`config.mk`:
```
export PLATFORM = sky130hd
export DESIGN_NAME = blur_frame_sequencer
export DESIGN_NICKNAME = d
export VERILOG_FILES = /design/src/rtl/blur_frame_sequencer.sv
export SDC_FILE = /design/constraint.sdc
export NUM_CORES = 1
export LEC_CHECK = 0
export ABC_AREA = 1
export CAP_MARGIN = 20
export CORE_MARGIN = 3
export CORE_UTILIZATION = 31
export DETAILED_ROUTE_END_ITERATION = 16
export HOLD_SLACK_MARGIN = 0.06
export PLACE_DENSITY = 0.57
export SLEW_MARGIN = 20
export SYNTH_ARGS = -nofsm -noshare
export SYNTH_HDL_FRONTEND = slang
export SYNTH_SLANG_ARGS = --single-unit
```
`constraint.sdc`:
```
create_clock -name clk -period 4.05 [get_ports clk]
set_clock_uncertainty 0.15 [all_clocks]
set_input_delay 0.81 -clock clk [delete_from_list [all_inputs] [get_ports clk]]
set_output_delay 0.81 -clock clk [all_outputs]
set_load 0.005 [all_outputs]
```
`src/rtl/blur_frame_sequencer.sv`:
```
// Frame sequencer wrapped around an external blurring filter: it configures the
// kernel between frames, feeds pixels in, and tags filtered pixels with coordinates.
module blur_frame_sequencer #(
    parameter int IMG_W = 15,
    parameter int IMG_H = 15,
    parameter int LAT   = 2,
    parameter int CW    = (IMG_W > IMG_H) ? ((IMG_W > 1) ? $clog2(IMG_W) : 1)
                                          : ((IMG_H > 1) ? $clog2(IMG_H) : 1)
) (
    input  logic          clk,
    input  logic          rst_n,
    input  logic [2:0]    freq_req,
    input  logic          in_valid,
    output logic          in_ready,
    input  logic [11:0]   in_data,
    output logic [2:0]    flt_freq_flag,
    output logic [11:0]   flt_data_in,
    input  logic [11:0]   flt_data_out,
    output logic          out_valid,
    output logic [11:0]   out_data,
    output logic [CW-1:0] out_x,
    output logic [CW-1:0] out_y,
    output logic          frame_start,
    output logic          frame_done,
    output logic          busy
);

    localparam int CNTW = $clog2(LAT + 1);
    localparam logic [CNTW-1:0] CFG_LAST = CNTW'(LAT - 1);
    localparam logic [CW-1:0]   X_LAST   = CW'(IMG_W - 1);
    localparam logic [CW-1:0]   Y_LAST   = CW'(IMG_H - 1);

    typedef enum logic [1:0] {
        IDLE   = 2'd0,
        CONFIG = 2'd1,
        RUN    = 2'd2,
        DRAIN  = 2'd3
    } state_t;

    state_t          state, state_nx;
    logic [CNTW-1:0] cfg_cnt;
    logic [CW-1:0]   in_x, in_y;
    logic [LAT-1:0]  vsr;
    logic            rdy;
    logic            accept;
    logic            legal;
    logic            cfg_req;
    logic            in_last;
    logic            out_last;

    assign legal    = (freq_req == 3'b000) || (freq_req == 3'b010) || (freq_req == 3'b100);
    assign cfg_req  = legal && (freq_req != flt_freq_flag);
    assign in_last  = (in_x == X_LAST) && (in_y == Y_LAST);
    assign out_last = (out_x == X_LAST) && (out_y == Y_LAST);

    // Ready is forced low while reset is held, not just after the first edge.
    assign in_ready  = rdy & rst_n;
    assign accept    = in_valid & in_ready;
    assign out_valid = vsr[LAT-1];
    assign out_data  = out_valid ? flt_data_out : '0;
    assign busy      = (state != IDLE);

    always_comb begin
        state_nx = state;
        rdy      = 1'b0;
        case (state)
            IDLE: begin
                if (cfg_req) begin
                    state_nx = CONFIG;
                end else begin
                    rdy = 1'b1;
                    if (accept) state_nx = in_last ? DRAIN : RUN;
                end
            end
            CONFIG: begin
                if (cfg_cnt == CFG_LAST) state_nx = IDLE;
            end
            RUN: begin
                rdy = 1'b1;
                if (accept && in_last) state_nx = DRAIN;
            end
            DRAIN: begin
                if (out_valid && out_last) state_nx = IDLE;
            end
            default: state_nx = IDLE;
        endcase
    end

    always_ff @(posedge clk or negedge rst_n) begin
        if (!rst_n) begin
            state         <= IDLE;
            cfg_cnt       <= '0;
            flt_freq_flag <= '0;
            flt_data_in   <= '0;
            frame_start   <= 1'b0;
            frame_done    <= 1'b0;
        end else begin
            state       <= state_nx;
            cfg_cnt     <= (state == CONFIG) ? cfg_cnt + 1'b1 : '0;
            frame_start <= (state == IDLE) && accept;
            frame_done  <= (state == DRAIN) && out_valid && out_last;
            if (state == IDLE && cfg_req) flt_freq_flag <= freq_req;
            if (accept) flt_data_in <= in_data;
        end
    end

    // Input coordinates always rest at (0,0) in IDLE, so the same wrap logic
    // covers the first beat of a frame and the single-pixel frame.
    always_ff @(posedge clk or negedge rst_n) begin
        if (!rst_n) begin
            in_x <= '0;
            in_y <= '0;
        end else if (accept) begin
            if (in_x == X_LAST) begin
                in_x <= '0;
                in_y <= (in_y == Y_LAST) ? '0 : in_y + 1'b1;
            end else begin
                in_x <= in_x + 1'b1;
            end
        end
    end

    always_ff @(posedge clk or negedge rst_n) begin
        if (!rst_n) begin
            vsr <= '0;
        end else begin
            vsr[0] <= accept;
            for (int unsigned i = 1; i < LAT; i++) vsr[i] <= vsr[i-1];
        end
    end

    always_ff @(posedge clk or negedge rst_n) begin
        if (!rst_n) begin
            out_x <= '0;
            out_y <= '0;
        end else if (out_valid) begin
            if (out_x == X_LAST) begin
                out_x <= '0;
                out_y <= (out_y == Y_LAST) ? '0 : out_y + 1'b1;
            end else begin
                out_x <= out_x + 1'b1;
            end
        end
    end

endmodule
```
==> metrics.txt, run 1 <==
wire per inst=10.86 um; Post-CTS Setup Inserts=0; syn avg cell area=7.734 um2; DR vias=1703; outcome=finished, final reports clean; CP Capture Point=in_ready; Die X-Extent=83.86 um; flop2flop setup slack=2.12 ns; Hold Buf Count CTS=0; I/O pin total=70; post-DP HPWL=3100 um; share of cells above drive strength 1=5.363%; Mapped Area=1879 um2; Clock Latency Late Sink=0.29 ns; Max Cap Violations=0; H-tree levels=2; register area share after synthesis=51.93%; r2r worst-path depth=12; fill count=579; CTS tree=yes; final setup fails=0; Final TNS setup=0 ns; Antenna Nets Post-Route=0; # nets final=347; worst ir drop on vdd=243.2 uV; syn nets=274; die area=7033 um2; pwr/cell area=574.9 nW/um2; CORE AREA=5675 um2; critical path endpoint category=output port; Final Max Tran Viols=0; Final Cycle Share=81.80%; RR Endpoint=in_y[0]; slew margin rel.=64.42%; synthesis warning total=0; drc violations=0; root buffer cell=clkbuf_8; area of the multi-input gates=718.2 um2; initial antenna violation count=0; DRT Pass-1 Iters=4; critical path peak fanout=6; Primary FF master, synth=dfrtp_1; GPL Wtd Cong=0.8267; Row Count=27; first-pass GRT wire length=7376 um; Avg Vias per Cell=4.378; Post-synth EDFFs=0; area grow syn2layout=46.60%; # resized after CTS=0; most frequent cells in the layout=nand2_1, clkdlybuf4s50_1, inv_1; Worst R2R Start=flt_freq_flag[2]; # diodes=0; fin util=48.55%; initial core utilization=33.11%; #FFs+latches synth=39; number of buffers created by CTS=5; Die Span Y=83.86 um; commonest non-fill, non-tap cell in the layout=nand2_1; Clock Tree Buf Depth=2; largest stage delay on the critical path=0.52 ns; Worst-Margin Slew=0.5338 ns; WP data arrival=2.35 ns; FFs w/ async S/R, synth=100.0%; Req. time, crit path=3.09 ns; final hold vios=0; Post-Synthesis Cells=243; crit-path cells=clkdlybuf4s50_1, nand2_1, nand2_1, nand3_1, nand2_2, o21ai_0, nor2_1, clkdlybuf4s50_1; RSZ-0062 raised after global routing=false; gr ovfl total=0; DRT iter0 DRCs=61; Sink Count=39; Min-Delay Path Class=reg -> reg; via count of the first global-routing pass=1698; hold path cells=0; crit path kind=in -> out; input/output buffers=69; Register Area=975.9 um2; Total Wirelength=4225 um; crit path launch=freq_req[2]; largest net degree at the start of global routing=42; crit path launch type=input port; Yosys cell types=27; Pleak=1.396 nW; fin crit period=3.313 ns; total track usage=12.64%; CP max-delay cell=clkdlybuf4s50_1; clock-pin slew on the worst setup and hold paths=0.08 ns; Max Clk Rate=301.9 MHz
## worst max-delay path, delay by kind of cell
kind,cells,cell delay (ns)
AOI/OAI and AO/OA,1,0.09
buffers and inverters,2,1.02
and+or+nand+nor,5,0.43
## cells in the mapped netlist (3+ instances only)
master,n,area share [%]
nand4_1,4,1.3
nand3_1,8,2.1
nor3_1,4,1.1
a21oi_1,9,2.4
o21ai_0,13,3.5
dfrtp_1,39,52
inv_1,41,8.2
nand2_2,3,1.0
nor2_1,20,4.0
nand2_1,85,17
## layout make-up
class,instances,area share (%)
clock inverters,2,1.272
repair buffers,70,25.16
inverters,42,5.813
well taps,72,3.270
multi-input cells,158,26.07
flip-flops and latches,39,35.42
clock buffers,6,2.997
## cell families (layout without fill, tap and decap cells)
| logic type | after synthesis | count (layout) | synth area share, % |
|---|---|---|---|
| flip-flops | 39 | 39 | 51.93 |
| XOR/XNOR | 2 | 2 | 0.9323 |
| AO/OA/AOI/OAI | 27 | 27 | 7.790 |
| multiplexers | 1 | 1 | 0.5326 |
| AND/OR/NAND/NOR | 127 | 127 | 28.30 |
| adder cells (fa/ha/maj) | 1 | 1 | 0.6657 |
| buffers and inverters | 46 | 120 | 9.853 |
## metal layers
layer	global-route usage, %	wire length [um]	vias to the layer above
met2	21.26	1979	45
met5	0	0	-
met1	15.22	1956	765
met4	4.678	42	0
met3	3.751	246	5
li1	-	-	888
## how the worst min path moves through the flow
stage | start | endpoint
2_1_floorplan | vsr[0] | vsr[1]
3_3_place_gp | vsr[0] | vsr[1]
3_5_place_dp | vsr[0] | vsr[1]
4_1_cts | vsr[0] | vsr[1]
5_1_grt | vsr[0] | vsr[1]
6_report | vsr[0] | vsr[1]
## per-stage QoR
stage / hold WS [ns] / area (um2) / setup WS, ns / instances / power, mW
global route: 0.2305 / 2755 / 0.6211 / 389 / 1.720
global placement: 0.1840 / 2638 / 0.7341 / 381 / 1.253
floorplan: 0.1812 / 1879 / 1.794 / 243 / 0.9266
finish: 0.2120 / 2755 / 0.7373 / 389 / 1.584
CTS: 0.2193 / 2755 / 0.7274 / 389 / 1.612
detailed placement: 0.2008 / 2638 / 0.7334 / 381 / 1.262
## state kept, by name, indices dropped and copies added (netlist names), 3 cells and up
signal,count
in_y,4
flt_freq_flag,3
flt_data_in,12
in_x,4
out_y,4
out_x,4
## report_power, final
group | leakage (nW) | switching [mW] | total (mW) | internal, mW
Clock | 0.0612 | 0.138 | 0.337 | 0.199
Sequential | 0.500 | 0.113 | 0.638 | 0.525
Combinational | 0.835 | 0.278 | 0.609 | 0.331
Note: power is estimated with default switching activity, not from simulation.
==> run 2: changes to the inputs <==
- clock period: 4.05 -> 3.3 ns (I/O delays scaled with it)
==> run 2 against run 1 <==
First-iteration DRC count is 34% higher. Wire length is 2.7% lower. Final cell count is 0.26% lower. Clock power is 14% lower. Combinational power is 22% higher. Register-to-register slack worse by 0.78 ns. Worst hold slack worse by 0.0074 ns. Sequential power is 23% higher. Global-route usage is 0.16 points higher. Sequential cell count stayed put. Total power is 15% higher. Largest power group unchanged.
==> metrics.txt, run 2 (synthesis gave the netlist of run 1 again) <==
crit path launch type=input port; Clock Tree Buf Depth=2; DRT Pass-1 Iters=4; outcome=finished, final reports clean; Post-Place Setup Slack=0.3200 ns; Clock Latency Late Sink=0.28 ns; wire per inst=10.60 um; drc violations=0; Die Span Y=83.86 um; post-DP HPWL=3069 um; fill count=552; Antenna Nets Post-Route=0; input/output buffers=69; Reg with most FFs=flt_data_in; Max Cap Violations=0; WP data arrival=2.16 ns; fin util=47.88%; CTS tree=yes; via count of the first global-routing pass=1652; # resized after CTS=0; fin cells=388; slew margin rel.=65.23%; Setup WS post-layout=0.3302 ns; initial core utilization=33.11%; Final Cycle Share=89.99%; Hold Buf Count CTS=0; die area=7033 um2; clock-pin slew on the worst setup and hold paths=0.07 ns; Final Max Tran Viols=0; Total Wirelength=4112 um; DRT iter0 DRCs=82; initial antenna violation count=0; final hold vios=0; H-tree levels=2; Max Clk Rate=336.7 MHz; # nets final=348; WP buf/inv=2; Worst-Margin Slew=0.5216 ns; largest stage delay on the critical path=0.52 ns; total track usage=12.80%; Sink Count=39; Pleak=1.377 nW; Avg Vias per Cell=4.281; critical path endpoint category=output port; pwr/cell area=668.6 nW/um2; number of flip-flops in the largest register=12; critical path peak fanout=4; first-pass GRT wire length=7341 um; share of cells above drive strength 1=4.747%; worst ir drop on vdd=319.9 uV; Post-CTS Setup Inserts=0; # diodes=0; Final TNS setup=0 ns; CP max-delay cell=clkdlybuf4s50_1; commonest non-fill, non-tap cell in the layout=nand2_1; placed instance count=382; final hold slack=0.2046 ns; Min-Delay Path Class=reg -> reg; fin crit period=2.970 ns; DR vias=1661; Die X-Extent=83.86 um; root buffer cell=clkbuf_8; gr ovfl total=0; largest net degree at the start of global routing=42; number of buffers created by CTS=5; RSZ-0062 raised after global routing=false; GPL Wtd Cong=0.8104; Req. time, crit path=2.49 ns; delay-heaviest family, CP=buffers and inverters; crit path kind=in -> out; Row Count=27; I/O pin total=70; crit-path cells=clkdlybuf4s50_1, nand2_1, nand2_1, nand3_1, nand2_2, o21ai_0, nor2_1, clkdlybuf4s50_1; CORE AREA=5675 um2; final setup fails=0; most frequent cells in the layout=nand2_1, clkdlybuf4s50_1, inv_1; area grow syn2layout=44.61%
==> run 2: cell count changes in the layout (fill, tap and decap cells not counted), sizes merged <==
cell	before	now
buf	2	3
clkinv	1	0
bufinv	1	0
==> run 2: metrics by stage <==
step	instance area, um2	total power, mW
6_report	2718	1.817
5_1_grt	2718	1.986
4_1_cts	2718	1.851
3_5_place_dp	2645	1.545
3_3_place_gp	2645	1.541
2_1_floorplan	1879	1.137
==> run 2: report_power, final <==
part	internal [mW]	total [mW]	switching, mW
clock network	0.141	0.291	0.150
logic	0.409	0.744	0.335
registers	0.645	0.782	0.138
total	1.19	1.82	0.623
==> run 2: layer usage <==
metal	vias up	part of all wire, %	global-route usage (%)
li1	892	-	-
met1	723	47	15.97
met2	42	46	20.82
met3	4	5.7	4.047
met4	0	1.1	4.532
met5	-	0	0
==> run 2: area by class of cell <==
type | count | area [um2] | area share, %
Tap cell | 72 | 90.09 | 3.315
Sequential cell | 39 | 975.9 | 35.91
Timing Repair Buffer | 71 | 700.7 | 25.78
Clock buffer | 6 | 72.57 | 2.670
Inverter | 42 | 160.2 | 5.893
Multi-Input combinational cell | 158 | 718.2 | 26.43
==> run 2: worst paths after layout <==
path | cells after the start | end | start | slack [ns]
worst min register to register | 0 | vsr[1] | vsr[0] | 0.20
min in group asynchronous | 2 | in_y[2] | rst_n | 0.32
worst max register to register | 13 | in_y[0] | flt_freq_flag[2] | 1.34
worst min-delay path | 0 | vsr[1] | vsr[0] | 0.20
max in group asynchronous | 2 | in_y[3] | rst_n | 2.32
worst max-delay path | 8 | in_ready | freq_req[2] | 0.33
==> run 3: changes to the inputs <==
- MAX_ROUTING_LAYER: unset -> met4
- REMOVE_ABC_BUFFERS: unset -> 1
==> run 3 against run 2 <==
Final cell count increased by 0.26%. Worst hold slack got worse by 0.00094 ns. Sequential power about the same. Highest routed layer unchanged. Clock power increased by 11%. Clock-buffer cell count unchanged. Sequential share of layout area decreased by 0.20 points. Largest cell class unchanged. Via count increased by 2.5%. Register-to-register slack improved by 0.06 ns.
==> metrics.txt, run 3 (synthesis gave the netlist of run 1 again) <==
outcome=finished, final reports clean; Clock Tree Buf Depth=2; clock-pin slew on the worst setup and hold paths=0.07 ns; die area=7033 um2; worst ir drop on vdd=330.3 uV; flop2flop setup slack=1.40 ns; Die X-Extent=83.86 um; CORE AREA=5675 um2; Antenna Nets Post-Route=0; Worst R2R Start=flt_freq_flag[2]; total track usage=12.79%; WP data arrival=2.20 ns; GPL Wtd Cong=0.8033; Die Span Y=83.86 um; CTS tree=yes; Post-CTS Setup Inserts=0; Combinational Power Share=40.4%; Final Cycle Share=91.15%; final hold vios=0; number of flip-flops in the largest register=12; Max Cap Violations=0; Total Wirelength=4213 um; DR WL met3=137 um; Clock Latency Late Sink=0.28 ns; Req. time, crit path=2.49 ns; clock share of power=17.4%; Reg with most FFs=flt_data_in; Sw Pwr=633.4 uW; total power=1.849 mW; delay-heaviest family, CP=buffers and inverters; hold path cells=0; commonest non-fill, non-tap cell in the layout=nand2_1; RSZ-0062 raised after global routing=false; largest net degree at the start of global routing=22; drc violations=0; final setup fails=0; # nets final=348; DR WL met2=2049 um; Sequential Power Share=42.2%; switching share of power=34.26%; area grow syn2layout=45.41%; post-DP HPWL=3230 um; largest stage delay on the critical path=0.52 ns; H-tree levels=2; wl on met1=1988 um; wire per inst=10.83 um; Final TNS setup=0 ns; Hold Buf Count CTS=0; WP buf/inv=2; Final Max Tran Viols=0; Hold Path Origin=vsr[0]; I/O pin total=70; fill count=594; pwr/cell area=676.6 nW/um2; Worst-Margin Slew=0.5093 ns; crit path launch type=input port; Min-Delay Path Class=reg -> reg; initial core utilization=33.11%; input/output buffers=69; CP max-delay cell=clkdlybuf4s50_1; crit path kind=in -> out; critical path peak fanout=6; Sink Count=39; most frequent cells in the layout=nand2_1, clkdlybuf4s50_1, inv_1; DRT Pass-1 Iters=4; DRT iter0 DRCs=89; fin util=48.15%; fin crit period=3.008 ns; max layer used=met4; Row Count=27; area of the multi-input gates=718.2 um2; # diodes=0; number of buffers created by CTS=5; DR vias=1702; first-pass GRT wire length=7307 um; RR Endpoint=in_y[3]; Internal=1.215 mW; hold endpoint=vsr[1]; slew margin rel.=66.05%; Pleak=1.387 nW; via count of the first global-routing pass=1590; crit-path cells=clkdlybuf4s50_1, nand2_1, nand2_1, nand3_1, nand2_2, o21ai_0, nor2_1, clkdlybuf4s50_1; root buffer cell=clkbuf_8; gr ovfl total=0; Register Area=975.9 um2; Max Clk Rate=332.5 MHz; # resized after CTS=0; Avg Vias per Cell=4.375; share of cells above drive strength 1=5.363%; initial antenna violation count=0; critical path endpoint category=output port; r2r worst-path depth=12
-- run 3: metrics by stage --
step | cell area (um2) | instances | setup WS (ns) | hold WS (ns)
floorplan | 1854 | 239 | 1.344 | 0.1812
detailed placement | 2645 | 382 | 0.2760 | 0.1864
global route | 2733 | 389 | 0.1803 | 0.2118
finish | 2733 | 389 | 0.2921 | 0.2037
global placement | 2645 | 382 | 0.3170 | 0.1828
CTS | 2733 | 389 | 0.2736 | 0.2048
-- run 3: layer usage --
layer  vias to the layer above  track usage, %
met5                         -               -
met4                         0           4.386
met3                         4           2.764
met2                        30           20.17
met1                       775           16.31
li1                        893               -
-- run 3: worst max-delay path by stage --
stage | slack (ns) | startpoint | cells past startpoint | end
2_1_floorplan | 1.34 | freq_req[1] | 5 | in_ready
3_3_place_gp | 0.32 | freq_req[2] | 8 | in_ready
3_5_place_dp | 0.28 | freq_req[2] | 8 | in_ready
4_1_cts | 0.27 | freq_req[2] | 8 | in_ready
5_1_grt | 0.18 | freq_req[2] | 8 | in_ready
6_report | 0.29 | freq_req[2] | 8 | in_ready
-- run 3: power by group through the flow --
stage                     clock (mW)  sequential [mW]  combinational (mW)
final                          0.322            0.780               0.746
after global routing           0.354            0.812               0.837
after CTS                      0.339            0.783               0.760
after detailed placement           0            0.789               0.759
after global placement             0            0.788               0.751
after floorplan                    0            0.777               0.349
-- run 3: area by class of cell --
class                   count  share of cell area, %
well taps                  72                  3.297
clock inverters             1                 0.1832
clock buffers               6                  3.022
multi-input cells         158                  26.28
inverters                  42                  5.861
flip-flops and latches     39                  35.71
repair buffers             71                  25.64
